## src/rtl/dac_spi_rx.sv

```systemverilog
// SPI frame receiver: oversamples CS/SCLK/SDI, shifts SDI MSB-first, checks frame length,
// decodes DAC command fields and keeps the last value written per channel.
`timescale 1ns/1ps
module dac_spi_rx #(
  parameter int FRAME_BITS = 16,
  parameter bit SAMPLE_POS = 1'b1
) (
  input  logic                  clk,
  input  logic                  rst_n,
  input  logic                  spi_cs_n,
  input  logic                  spi_sclk,
  input  logic                  spi_sdi,
  output logic                  word_valid,
  output logic [FRAME_BITS-1:0] word_data,
  output logic                  frame_err,
  output logic                  dac_ch,
  output logic                  dac_gain_n,
  output logic                  dac_shdn_n,
  output logic [11:0]           dac_value,
  output logic [11:0]           ch_a_value,
  output logic [11:0]           ch_b_value,
  output logic [7:0]            frame_cnt,
  output logic                  busy
);

  localparam int CW = $clog2(FRAME_BITS + 2);
  localparam logic [CW-1:0] CNT_GOOD = CW'(FRAME_BITS);
  localparam logic [CW-1:0] CNT_MAX  = CW'(FRAME_BITS + 1);

  typedef enum logic [1:0] {IDLE, SHIFT, DONE} state_t;

  state_t state_q, state_d;

  logic cs_s1, cs_s2, cs_d;
  logic sclk_s1, sclk_s2, sclk_d;
  logic sdi_s1, sdi_s2;

  logic [FRAME_BITS-1:0] shreg;
  logic [CW-1:0]         bit_cnt;

  logic        cs_fall, cs_rise, sclk_rise, sclk_fall, sample_edge;
  logic        sh_ch, sh_shdn_n;
  logic [11:0] sh_value;

  // CS synchroniser and its history preset high so reset release looks like idle.
  always_ff @(posedge clk or negedge rst_n) begin
    if (!rst_n) begin
      cs_s1   <= 1'b1;
      cs_s2   <= 1'b1;
      cs_d    <= 1'b1;
      sclk_s1 <= 1'b0;
      sclk_s2 <= 1'b0;
      sclk_d  <= 1'b0;
      sdi_s1  <= 1'b0;
      sdi_s2  <= 1'b0;
    end else begin
      cs_s1   <= spi_cs_n;
      cs_s2   <= cs_s1;
      cs_d    <= cs_s2;
      sclk_s1 <= spi_sclk;
      sclk_s2 <= sclk_s1;
      sclk_d  <= sclk_s2;
      sdi_s1  <= spi_sdi;
      sdi_s2  <= sdi_s1;
    end
  end

  assign cs_fall     = cs_d & ~cs_s2;
  assign cs_rise     = ~cs_d & cs_s2;
  assign sclk_rise   = sclk_s2 & ~sclk_d;
  assign sclk_fall   = ~sclk_s2 & sclk_d;
  assign sample_edge = SAMPLE_POS ? sclk_rise : sclk_fall;
  assign busy        = ~cs_s2;

  always_ff @(posedge clk or negedge rst_n) begin
    if (!rst_n) state_q <= IDLE;
    else        state_q <= state_d;
  end

  always_comb begin
    state_d = state_q;
    case (state_q)
      IDLE:    if (cs_fall) state_d = SHIFT;
      SHIFT:   if (cs_rise) state_d = DONE;
      DONE:    state_d = IDLE;
      default: state_d = IDLE;
    endcase
  end

  always_ff @(posedge clk or negedge rst_n) begin
    if (!rst_n) begin
      shreg      <= '0;
      bit_cnt    <= '0;
      word_valid <= 1'b0;
      frame_err  <= 1'b0;
      word_data  <= '0;
      frame_cnt  <= 8'd0;
      ch_a_value <= 12'd0;
      ch_b_value <= 12'd0;
    end else begin
      word_valid <= 1'b0;
      frame_err  <= 1'b0;
      case (state_q)
        IDLE: begin
          if (cs_fall) begin
            shreg   <= '0;
            bit_cnt <= '0;
          end
        end
        SHIFT: begin
          // A sample edge coinciding with the CS rise still lands in the frame.
          if (sample_edge) begin
            shreg <= {shreg[FRAME_BITS-2:0], sdi_s2};
            if (bit_cnt != CNT_MAX) bit_cnt <= bit_cnt + 1'b1;
          end
        end
        DONE: begin
          if (bit_cnt == CNT_GOOD) begin
            word_data  <= shreg;
            word_valid <= 1'b1;
            frame_cnt  <= frame_cnt + 8'd1;
            if (sh_shdn_n && !sh_ch) ch_a_value <= sh_value;
            if (sh_shdn_n &&  sh_ch) ch_b_value <= sh_value;
          end else begin
            frame_err <= 1'b1;
          end
        end
        default: ;
      endcase
    end
  end

  // Field decode uses the 16-bit bit positions; bits beyond the frame read as 0.
  for (genvar i = 0; i < 12; i++) begin : g_val
    if (i < FRAME_BITS) begin : g_on
      assign dac_value[i] = word_data[i];
      assign sh_value[i]  = shreg[i];
    end else begin : g_off
      assign dac_value[i] = 1'b0;
      assign sh_value[i]  = 1'b0;
    end
  end

  if (FRAME_BITS > 12) begin : g_shdn_on
    assign dac_shdn_n = word_data[12];
    assign sh_shdn_n  = shreg[12];
  end else begin : g_shdn_off
    assign dac_shdn_n = 1'b0;
    assign sh_shdn_n  = 1'b0;
  end

  if (FRAME_BITS > 13) begin : g_gain_on
    assign dac_gain_n = word_data[13];
  end else begin : g_gain_off
    assign dac_gain_n = 1'b0;
  end

  if (FRAME_BITS > 15) begin : g_ch_on
    assign dac_ch = word_data[15];
    assign sh_ch  = shreg[15];
  end else begin : g_ch_off
    assign dac_ch = 1'b0;
    assign sh_ch  = 1'b0;
  end

endmodule

```

## config.mk

```make
export PLATFORM = sky130hd
export DESIGN_NAME = dac_spi_rx
export DESIGN_NICKNAME = d
export VERILOG_FILES = /design/src/rtl/dac_spi_rx.sv
export SDC_FILE = /design/constraint.sdc
export NUM_CORES = 1
export LEC_CHECK = 0
export BUFFER_PORTS_ARGS = -buffer_cell sky130_fd_sc_hd__buf_4
export CORE_MARGIN = 5
export CORE_UTILIZATION = 50
export DETAILED_ROUTE_END_ITERATION = 7
export PLACE_DENSITY = 0.74
export SETUP_SLACK_MARGIN = 0.05
export SKIP_CTS_REPAIR_TIMING = 1
export SLEW_MARGIN = 15
export SYNTH_ARGS = -nofsm -noshare
export SYNTH_HDL_FRONTEND = slang
export SYNTH_SLANG_ARGS = --single-unit
export TNS_END_PERCENT = 50
```

## constraint.sdc

```tcl
create_clock -name clk -period 2.9 [get_ports clk]
set_clock_uncertainty 0.1 [all_clocks]
set_input_delay 0.725 -clock clk [delete_from_list [all_inputs] [get_ports clk]]
set_output_delay 0.725 -clock clk [all_outputs]
set_load 0.1 [all_outputs]
```

==> results of run 1 <==
-- synth_stat cells, drive strengths merged --
cell,instances
nand2b,2
nor4bb,1
nand4bb,2
xnor2,5
clkbuf,1
a22oi,1
o21ai,18
nand3,20
dfrtp,78
o2bb2ai,1
or2b,1
inv,4
and2,1
buf,26
and4bb,1
nand2,23
nor2b,4
or4b,3
mux2i,2
nand3b,1
nor2,4
nor3,2
ha,4
and4b,1
and4,1
dfstp,3
nand4b,1
and3,1
mux2,41
a21oi,3
a32o,1
nand4,2
xor2,2
-- kinds of logic (layout without fill, tap and decap cells) --
group	count (synthesis)	in the layout	share of synthesized area
buf+inv	31	95	0.0576
simple gates	71	71	0.117
fa+ha+maj	4	4	0.0148
xor+xnor	7	7	0.0181
mux	43	43	0.142
compound gates	24	24	0.0513
flops	81	81	0.599
-- final cells by class --
| class | instances | area share |
|---|---|---|
| clock buffer | 9 | 0.0304 |
| inverter | 4 | 0.00369 |
| tap | 80 | 0.0246 |
| multi-input combinational | 149 | 0.287 |
| timing repair buffer | 75 | 0.138 |
| clock inverter | 7 | 0.0175 |
| sequential | 81 | 0.499 |
-- power groups by stage --
stage | clock, W | sequential (W) | combinational, W
6_report | 0.000799 | 0.00120 | 0.000184
5_1_grt | 0.000870 | 0.00121 | 0.000207
4_1_cts | 0.000819 | 0.00120 | 0.000187
3_5_place_dp | 0 | 0.00122 | 0.000187
3_3_place_gp | 0 | 0.00122 | 0.000174
2_1_floorplan | 0 | 0.00122 | 0.000124
-- routing by layer --
metal	GRT usage	share of wire	up-vias
met4	0.0631	0.016	0
met5	0	0	-
met3	0.0431	0.053	9
li1	-	-	1010
met1	0.205	0.44	1073
met2	0.269	0.49	58
-- worst paths after layout --
path	from	to	slack [ns]	cells after the start
worst max-delay path	bit_cnt[0]	ch_a_value[11]	0.68	6
worst min-delay path	sdi_s1	sdi_s2	0.25	0
worst max register to register	bit_cnt[0]	ch_a_value[11]	0.68	6
worst min register to register	sdi_s1	sdi_s2	0.25	0
max in group asynchronous	rst_n	frame_cnt[0]	1.61	1
min in group asynchronous	rst_n	word_data[1]	0.44	1
-- state kept, by name, summed over array words and instances (netlist names), 2 cells and up --
signal      count
shreg          16
word_data      16
ch_a_value     12
ch_b_value     12
frame_cnt       8
bit_cnt         5
state_q         2
-- worst max-delay path, stage by stage (launching register included) --
cell and delay (ns):
dfrtp_1 0.41, inv_1 0.10, ha_1 0.18, and4bb_1 0.36, nand4b_1 0.39, buf_4 0.31, mux2_2 0.27
-- through the flow --
stage | hold WS [ns] | instances | util | setup slack [ns]
finish | 0.252 | 405 | 0.610 | 0.678
global route | 0.263 | 405 | 0.610 | 0.530
CTS | 0.253 | 405 | 0.610 | 0.651
detailed placement | 0.235 | 389 | 0.580 | 0.658
global placement | 0.234 | 389 | 0.580 | 0.746
floorplan | 0.231 | 261 | - | 0.739
==> flow_summary_export.csv, run 1 <==
group,metric,value,unit
run_status,status,"completed",
global_route,grt_pass1_wl,11.1,mm
placement,dp_hpwl,4.39,mm
global_route,grt_pass1_vias,2276,
cells_and_area,multi_input_area,1170,sq um
timing,maxSlewViolCount,0,
worst_setup_path,worstPathRequired,3.03,ns
cells_and_area,diodes,0,
power,clkPwrFrac,0.366,
global_route,grt_max_degree,82,
clocking,numCtsBuffers,9,
cells_and_area,fin_area,4070,sq um
synthesis,syn-instance-count,261,
route,routed_wl,6.48,mm
power,power_frac_comb,0.084,
route,viasPerCell,5.31,
run,maxCapViolCount,0,
clocking,cts_tree,"done",
placement,gp_congestion,0.713,
clocking,cts.sinks,81,
route,drc,0,
worst_setup_path,critPathLaunchType,"register",
power,power,0.00218,W
clocking,cts_root_buf,"clkbuf_8",
route,wire_per_inst,16.0,um
synthesis,ys_ff_latch,81,
power,netSwitchingPower,0.000561,W
die,die_x,92.3,um
synthesis,avgSynthCellArea,13.0,sq um
synthesis,synth_top_area_frac,0.576,
power,p_leak,2.07,nW
placement,io_buffers,70,
die,die_h,92.3,um
timing,worst-slew-pin-transition,1.01,ns
hold_path,hold_class,"register to register",
die,die-area,8530,sq um
timing,finalHoldViolations,0,
die,io_pins,71,
die,start_util,0.507,
clocking,h-tree-depth,3,
cells_and_area,final_cell_mix,"78 x dfrtp_1, 75 x buf_4, 39 x mux2_2",
worst_setup_path,cp_max_fo,7,
route,drtIter0Drc,103,
power,pwr-share-seq,0.550,
cells_and_area,layout_commonest_cell,"dfrtp_1",
cells_and_area,area_delta_synth_final,20.2,%
cells_and_area,seqCellArea,2030,sq um
global_route,grt_use_total,0.163,
route,vias,2150,
clocking,cts_max_path_buffers,2,
clocking,clkSlewWorstSetupHoldPaths,0.08,ns
synthesis,synthDistinctLibCells,40,
power,powerDensity,536,nW/um^2
synthesis,synth_largest_area_cell,"dfrtp_1",
worst_setup_path,end_kind,"register",
timing,fmax,450,MHz
timing,layout_worst_path_cycle_share,0.766,
route,ant_nets,0,
global_route,grt-ovfl-total,0,
die,core-area,6680,sq um
timing,tns,0,ns
clocking,insertion_delay,0.34,ns
timing,slew_headroom,0.328,
power,switching_share,0.257,
synthesis,ys_warn_count,0,
power,p_int,0.00162,W
timing,rsz0062_at_grt,"no",
global_route,antenna_found_initial,0,
power,ir_worst_vdd,0.000331,V
cells_and_area,final_nets,329,
worst_setup_path,critPathArrivalTime,2.36,ns
synthesis,synth_area,3390,sq um
synthesis,yosys-top-cells-area,"dfrtp_1 58%, mux2_2 13%, buf_4 3.8%, nand3_1 3.0%, o21ai_2 2.6%",
synthesis,synth_seq_area_share,0.599,
route,firstDrtPassIters,4,
die,row_count,30,
cells_and_area,layout-drive-gt1-share,0.452,
timing,finalSetupViolCount,0,
synthesis,syn-num-nets,270,
worst_setup_path,path_class,"register to register",
placement,placed_area,3880,sq um
timing,period_needed,2.22,ns
cells_and_area,fill_cells,552,
(Power assumes the default switching activity.)
==> run 2: changes to the inputs <==
==> constraint.sdc (replaced) <==
create_clock -name clk -period 2.1 [get_ports clk]
set_clock_uncertainty 0.1 [all_clocks]
set_input_delay 0.525 -clock clk [delete_from_list [all_inputs] [get_ports clk]]
set_output_delay 0.525 -clock clk [all_outputs]
set_load 0.1 [all_outputs]
==> flow_summary_export.csv, run 2 (synthesis gave the netlist of run 1 again) <==
group,metric,value,unit
cells_and_area,reg_top3,"shreg (16), word_data (16)",
timing,tns,0,ns
global_route,grt-ovfl-total,0,
worst_setup_path,end_kind,"register",
die,die-area,8530,sq um
route,drtIter0Drc,78,
worst_setup_path,crit_slowest_cell,"dfrtp_1",
cells_and_area,layout-drive-gt1-share,0.457,
global_route,grt_use_total,0.161,
clocking,cts_root_buf,"clkbuf_8",
timing,period_needed,1.92,ns
global_route,grt_pass1_wl,10.8,mm
die,die_h,92.3,um
timing,rsz0062_at_grt,"no",
clocking,h-tree-depth,3,
timing,fmax,520,MHz
cells_and_area,fill_cells,540,
timing,finalHoldViolations,0,
clocking,numCtsBuffers,9,
clocking,cts_tree,"done",
placement,dp_hpwl,4.32,mm
worst_setup_path,critPathArrivalTime,2.05,ns
global_route,grt_pass1_vias,2215,
global_route,grt_max_degree,37,
timing,slew_headroom,0.692,
worst_setup_path,worstPathRequired,2.23,ns
worst_setup_path,path_class,"register to register",
cells_and_area,final_cell_mix,"78 x dfrtp_1, 76 x buf_4, 39 x mux2_2",
power,powerDensity,738,nW/um^2
die,core-area,6680,sq um
cells_and_area,multi_input_area,1170,sq um
cells_and_area,area_delta_synth_final,22.1,%
route,drc,0,
timing,worst-slew-pin-transition,0.461,ns
run_status,status,"completed",
route,routed_wl,6.32,mm
die,die_x,92.3,um
worst_setup_path,cp_max_fo,12,
clocking,cts.sinks,81,
timing,finalSetupViolCount,0,
worst_setup_path,rr_startpoint,"bit_cnt[0]",
placement,gp_congestion,0.706,
route,ant_nets,0,
worst_setup_path,ff2ff_path_depth,6,
worst_setup_path,crit_start,"bit_cnt[0]",
global_route,antenna_found_initial,0,
worst_setup_path,crit_path_cell_trace,"inv_1 -> ha_1 -> nand4bb_1 -> nor3_2 -> buf_12 -> mux2_2",
worst_setup_path,critPathLaunchType,"register",
route,wire_per_inst,15.5,um
power,p_leak,2.11,nW
power,power,0.00305,W
power,ir_worst_vdd,0.000508,V
die,io_pins,71,
clocking,clkSlewWorstSetupHoldPaths,0.08,ns
clocking,cts_max_path_buffers,2,
worst_setup_path,rrSetupSlack,0.18,ns
placement,io_buffers,70,
die,row_count,30,
cells_and_area,seqCellArea,2030,sq um
die,start_util,0.507,
route,firstDrtPassIters,4,
route,vias,2162,
timing,maxSlewViolCount,0,
cells_and_area,diodes,0,
cells_and_area,layout_commonest_cell,"dfrtp_1",
cells_and_area,postLayoutCoreUtil,0.620,
cells_and_area,final_nets,333,
hold_path,hold_class,"input port to asynchronous set/reset pin",
clocking,insertion_delay,0.34,ns
worst_setup_path,r2r-end,"ch_b_value[7]",
run,maxCapViolCount,0,
worst_setup_path,endpoint,"ch_b_value[7]",
timing,layout_worst_path_cycle_share,0.915,
route,viasPerCell,5.30,
worst_setup_path,slowest_delay,0.42,ns
-- run 2: cell count changes in the layout (fill, tap and decap cells not counted), sizes merged --
| cell | before | now |
|---|---|---|
| clkinvlp | 3 | 0 |
| clkbuf | 9 | 12 |
| buf | 75 | 79 |
| clkinv | 3 | 2 |
-- run 2: layer usage --
metal,up-vias,track usage,share of wire
met5,-,0,0
met4,0,0.0730,0.017
met3,9,0.0374,0.051
met2,50,0.244,0.47
met1,1076,0.221,0.47
li1,1027,-,-
-- run 2: worst max-delay path, delay by kind of cell, from the launching register on --
family,cells,cell delay (ns)
mux,1,0.34
flops,1,0.42
buf+inv,2,0.30
fa+ha+maj,1,0.18
simple gates,2,0.46
-- run 2: worst min path at each step --
stage,cells after the start,to,startpoint,slack [ns]
2_1_floorplan,0,bit_cnt[0],rst_n,0.13
3_5_place_dp,0,sclk_s2,sclk_s1,0.23
4_1_cts,1,sclk_s1,rst_n,0.03
5_1_grt,1,word_data[1],rst_n,0.06
6_report,1,ch_b_value[1],rst_n,0.03
3_3_place_gp,0,sdi_s2,sdi_s1,0.23
-- run 2: stage by stage --
stage / area, sq um / setup slack [ns] / instances / hold WS (ns)
after global routing: 4140 / 0.0824 / 408 / 0.0628
after CTS: 4140 / 0.163 / 408 / 0.0300
after global placement: 3950 / 0.236 / 393 / 0.233
final: 4140 / 0.178 / 408 / 0.0293
after floorplan: 3390 / 0.139 / 261 / 0.129
after detailed placement: 3950 / 0.168 / 393 / 0.235
-- run 2: power by group --
part / internal [W] / total, W / switching (W)
Sequential: 0.00161 / 0.00165 / 0.0000471
Clock: 0.000605 / 0.00113 / 0.000525
Combinational: 0.0000961 / 0.000269 / 0.000173
-- run 2: final cells by class --
class | instances | area share
Multi-Input combinational cell | 149 | 0.282
Clock buffer | 12 | 0.0375
Sequential cell | 81 | 0.490
Timing Repair Buffer | 79 | 0.152
Tap cell | 80 | 0.0242
Inverter | 4 | 0.00363
Clock inverter | 3 | 0.00967
==> run 3: changes to the inputs <==
--- a/config.mk
+++ b/config.mk
@@ -5,7 +5,9 @@
 export SDC_FILE = /design/constraint.sdc
 export NUM_CORES = 1
 export LEC_CHECK = 0
+export ABC_AREA = 1
 export BUFFER_PORTS_ARGS = -buffer_cell sky130_fd_sc_hd__buf_4
+export CAP_MARGIN = 20
 export CORE_MARGIN = 5
 export CORE_UTILIZATION = 50
 export DETAILED_ROUTE_END_ITERATION = 7
==> flow_summary_export.csv, run 3 <==
group,metric,value,unit
clocking,cts_root_buf,"clkbuf_8",
clocking,cts_max_path_buffers,2,
global_route,grt_use_total,0.173,
clocking,insertion_delay,0.35,ns
global_route,antenna_found_initial,0,
power,p_leak,2.14,nW
worst_setup_path,end_kind,"output pin",
timing,tns,0,ns
power,powerDensity,759,nW/um^2
cells_and_area,multi_input_area,1150,sq um
run,maxCapViolCount,0,
synthesis,syn-num-nets,385,
worst_setup_path,critPathArrivalTime,1.19,ns
synthesis,synth_largest_area_cell,"dfrtp_1",
timing,finalSetupViolCount,0,
route,drc,0,
timing,finalHoldViolations,0,
synthesis,syn-instance-count,376,
cells_and_area,layout-drive-gt1-share,0.275,
synthesis,synth_most_common_cell,"nand2_1",
clocking,h-tree-depth,3,
cells_and_area,final_cell_mix,"107 x nand2_1, 78 x dfrtp_1, 75 x buf_4",
cells_and_area,seqCellArea,2030,sq um
clocking,cts.sinks,81,
placement,gp_congestion,0.788,
route,ant_nets,0,
die,io_pins,71,
die,die_h,94.3,um
synthesis,synthDistinctLibCells,24,
cells_and_area,area_delta_synth_final,19.9,%
cells_and_area,fill_cells,574,
synthesis,synth_top_area_frac,0.549,
run_status,status,"completed",
timing,fmax,551,MHz
timing,rsz0062_at_grt,"no",
timing,layout_worst_path_cycle_share,0.864,
synthesis,avgSynthCellArea,9.45,sq um
synthesis,async_flop_share,1.00,
route,viasPerCell,4.91,
timing,slew_headroom,0.703,
synthesis,ys_warn_count,0,
die,row_count,30,
die,core-area,6870,sq um
synthesis,muxShareOfSynthArea,0,
route,firstDrtPassIters,4,
worst_setup_path,critPathLaunchType,"register",
power,ir_worst_vdd,0.000371,V
global_route,grt_pass1_vias,2543,
cells_and_area,layout_commonest_cell,"nand2_1",
global_route,grt-ovfl-total,0,
timing,worst-slew-pin-transition,0.446,ns
synthesis,synth_seq_area_share,0.571,
global_route,grt_max_degree,39,
clocking,numCtsBuffers,9,
synthesis,ys.flop_type,"dfrtp_1",
synthesis,synth-xor-area-share,0.00986,
die,die-area,8890,sq um
synthesis,yosys-top-cells-count,"107 x nand2_1, 78 x dfrtp_1, 50 x nand3_1, 31 x inv_1",
synthesis,synth_adder_area_share,0.0141,
placement,dp_hpwl,5.09,mm
cells_and_area,reg_top3,"shreg (16), word_data (16)",
synthesis,synth_edf_count,0,
power,power,0.00323,W
synthesis,synthSimpleGateAreaFrac,0.233,
worst_setup_path,cp_max_fo,3,
route,drtIter0Drc,170,
hold_path,hold_class,"input port to asynchronous set/reset pin",
worst_setup_path,worstPathRequired,1.47,ns
timing,period_needed,1.81,ns
placement,io_buffers,70,
synthesis,synth_top_family_by_area,"simple AND/OR/NAND/NOR gates",
synthesis,synth_area,3550,sq um
route,vias,2618,
synthesis,yosys-top-cells-area,"dfrtp_1 55%, nand2_1 11%, nand3_1 7.0%, buf_4 4.0%, inv_1 3.3%",
cells_and_area,diodes,0,
synthesis,synth-compound-area-share,0.0683,
cells_and_area,final_nets,441,
timing,maxSlewViolCount,0,
route,wire_per_inst,13.2,um
clocking,clkSlewWorstSetupHoldPaths,0.08,ns
clocking,cts_tree,"done",
die,start_util,0.517,
global_route,grt_pass1_wl,12.1,mm
die,die_x,94.3,um
synthesis,ys_ff_latch,81,
route,routed_wl,7.03,mm
worst_setup_path,path_class,"register to output pin",
-- run 3: changes by cell type after synthesis, moves of 5 or more --
cell	before	now
nand2_1	22	107
mux2_2	39	0
nand3_1	20	50
inv_1	4	31
o21ai_0	2	19
nor2_4	0	6
o21ai_1	6	12
buf_6	1	6
-- run 3: where the power goes --
part / switching (W) / total, W / internal (W)
clock network: 0.000584 / 0.00127 / 0.000683
registers: 0.0000609 / 0.00167 / 0.00161
logic: 0.000211 / 0.000297 / 0.0000860
-- run 3: critical path, stage by stage (launching register included) --
cell and delay, ns:
dfstp_2 0.55, inv_1 0.06, buf_4 0.23
-- run 3: area by class of cell --
cell class	count	area share
clock buffers	9	0.0291
flip-flops and latches	81	0.477
multi-input cells	230	0.271
clock inverters	7	0.0241
inverters	33	0.0291
well taps	96	0.0282
repair buffers	77	0.142
-- run 3: stage by stage --
step	hold WS, ns	worst slack [ns]	util	cells	instance area [sq um]
2_1_floorplan	0.129	0.135	-	376	3550
3_3_place_gp	0.236	0.439	0.587	517	4030
3_5_place_dp	0.236	0.348	0.587	517	4030
4_1_cts	0.0174	0.264	0.620	533	4260
5_1_grt	0.0319	0.158	0.620	533	4260
6_report	0.00615	0.286	0.620	533	4260
-- run 3: path summary, 6_finish.rpt --
path / from / endpoint / slack, ns / cells past startpoint
setup / recovery: cs_s2 / busy / 0.29 / 2
max in group asynchronous: rst_n / shreg[2] / 1.30 / 2
min in group clk: spi_cs_n / cs_s1 / 0.17 / 1
hold reg to reg: sclk_s1 / sclk_s2 / 0.25 / 0
hold / removal: rst_n / sclk_s1 / 0.006 / 1
setup reg to reg: bit_cnt[0] / ch_b_value[8] / 0.35 / 7
-- run 3: logic make-up (layout without fill, tap and decap cells) --
group / after synthesis / after routing
and+or+nand+nor: 181 / 181
AOI/OAI and AO/OA: 41 / 41
adders and majority gates: 4 / 4
DFF: 81 / 81
buffers and inverters: 65 / 126
xor gates and xnor gates: 4 / 4
-- run 3: per-layer routing --
metal,part of all wire,track usage,vias to the layer above
li1,-,-,1308
met4,0.0075,0.0505,0
met3,0.058,0.0457,6
met1,0.48,0.244,1236
met5,0,0,-
met2,0.45,0.264,68
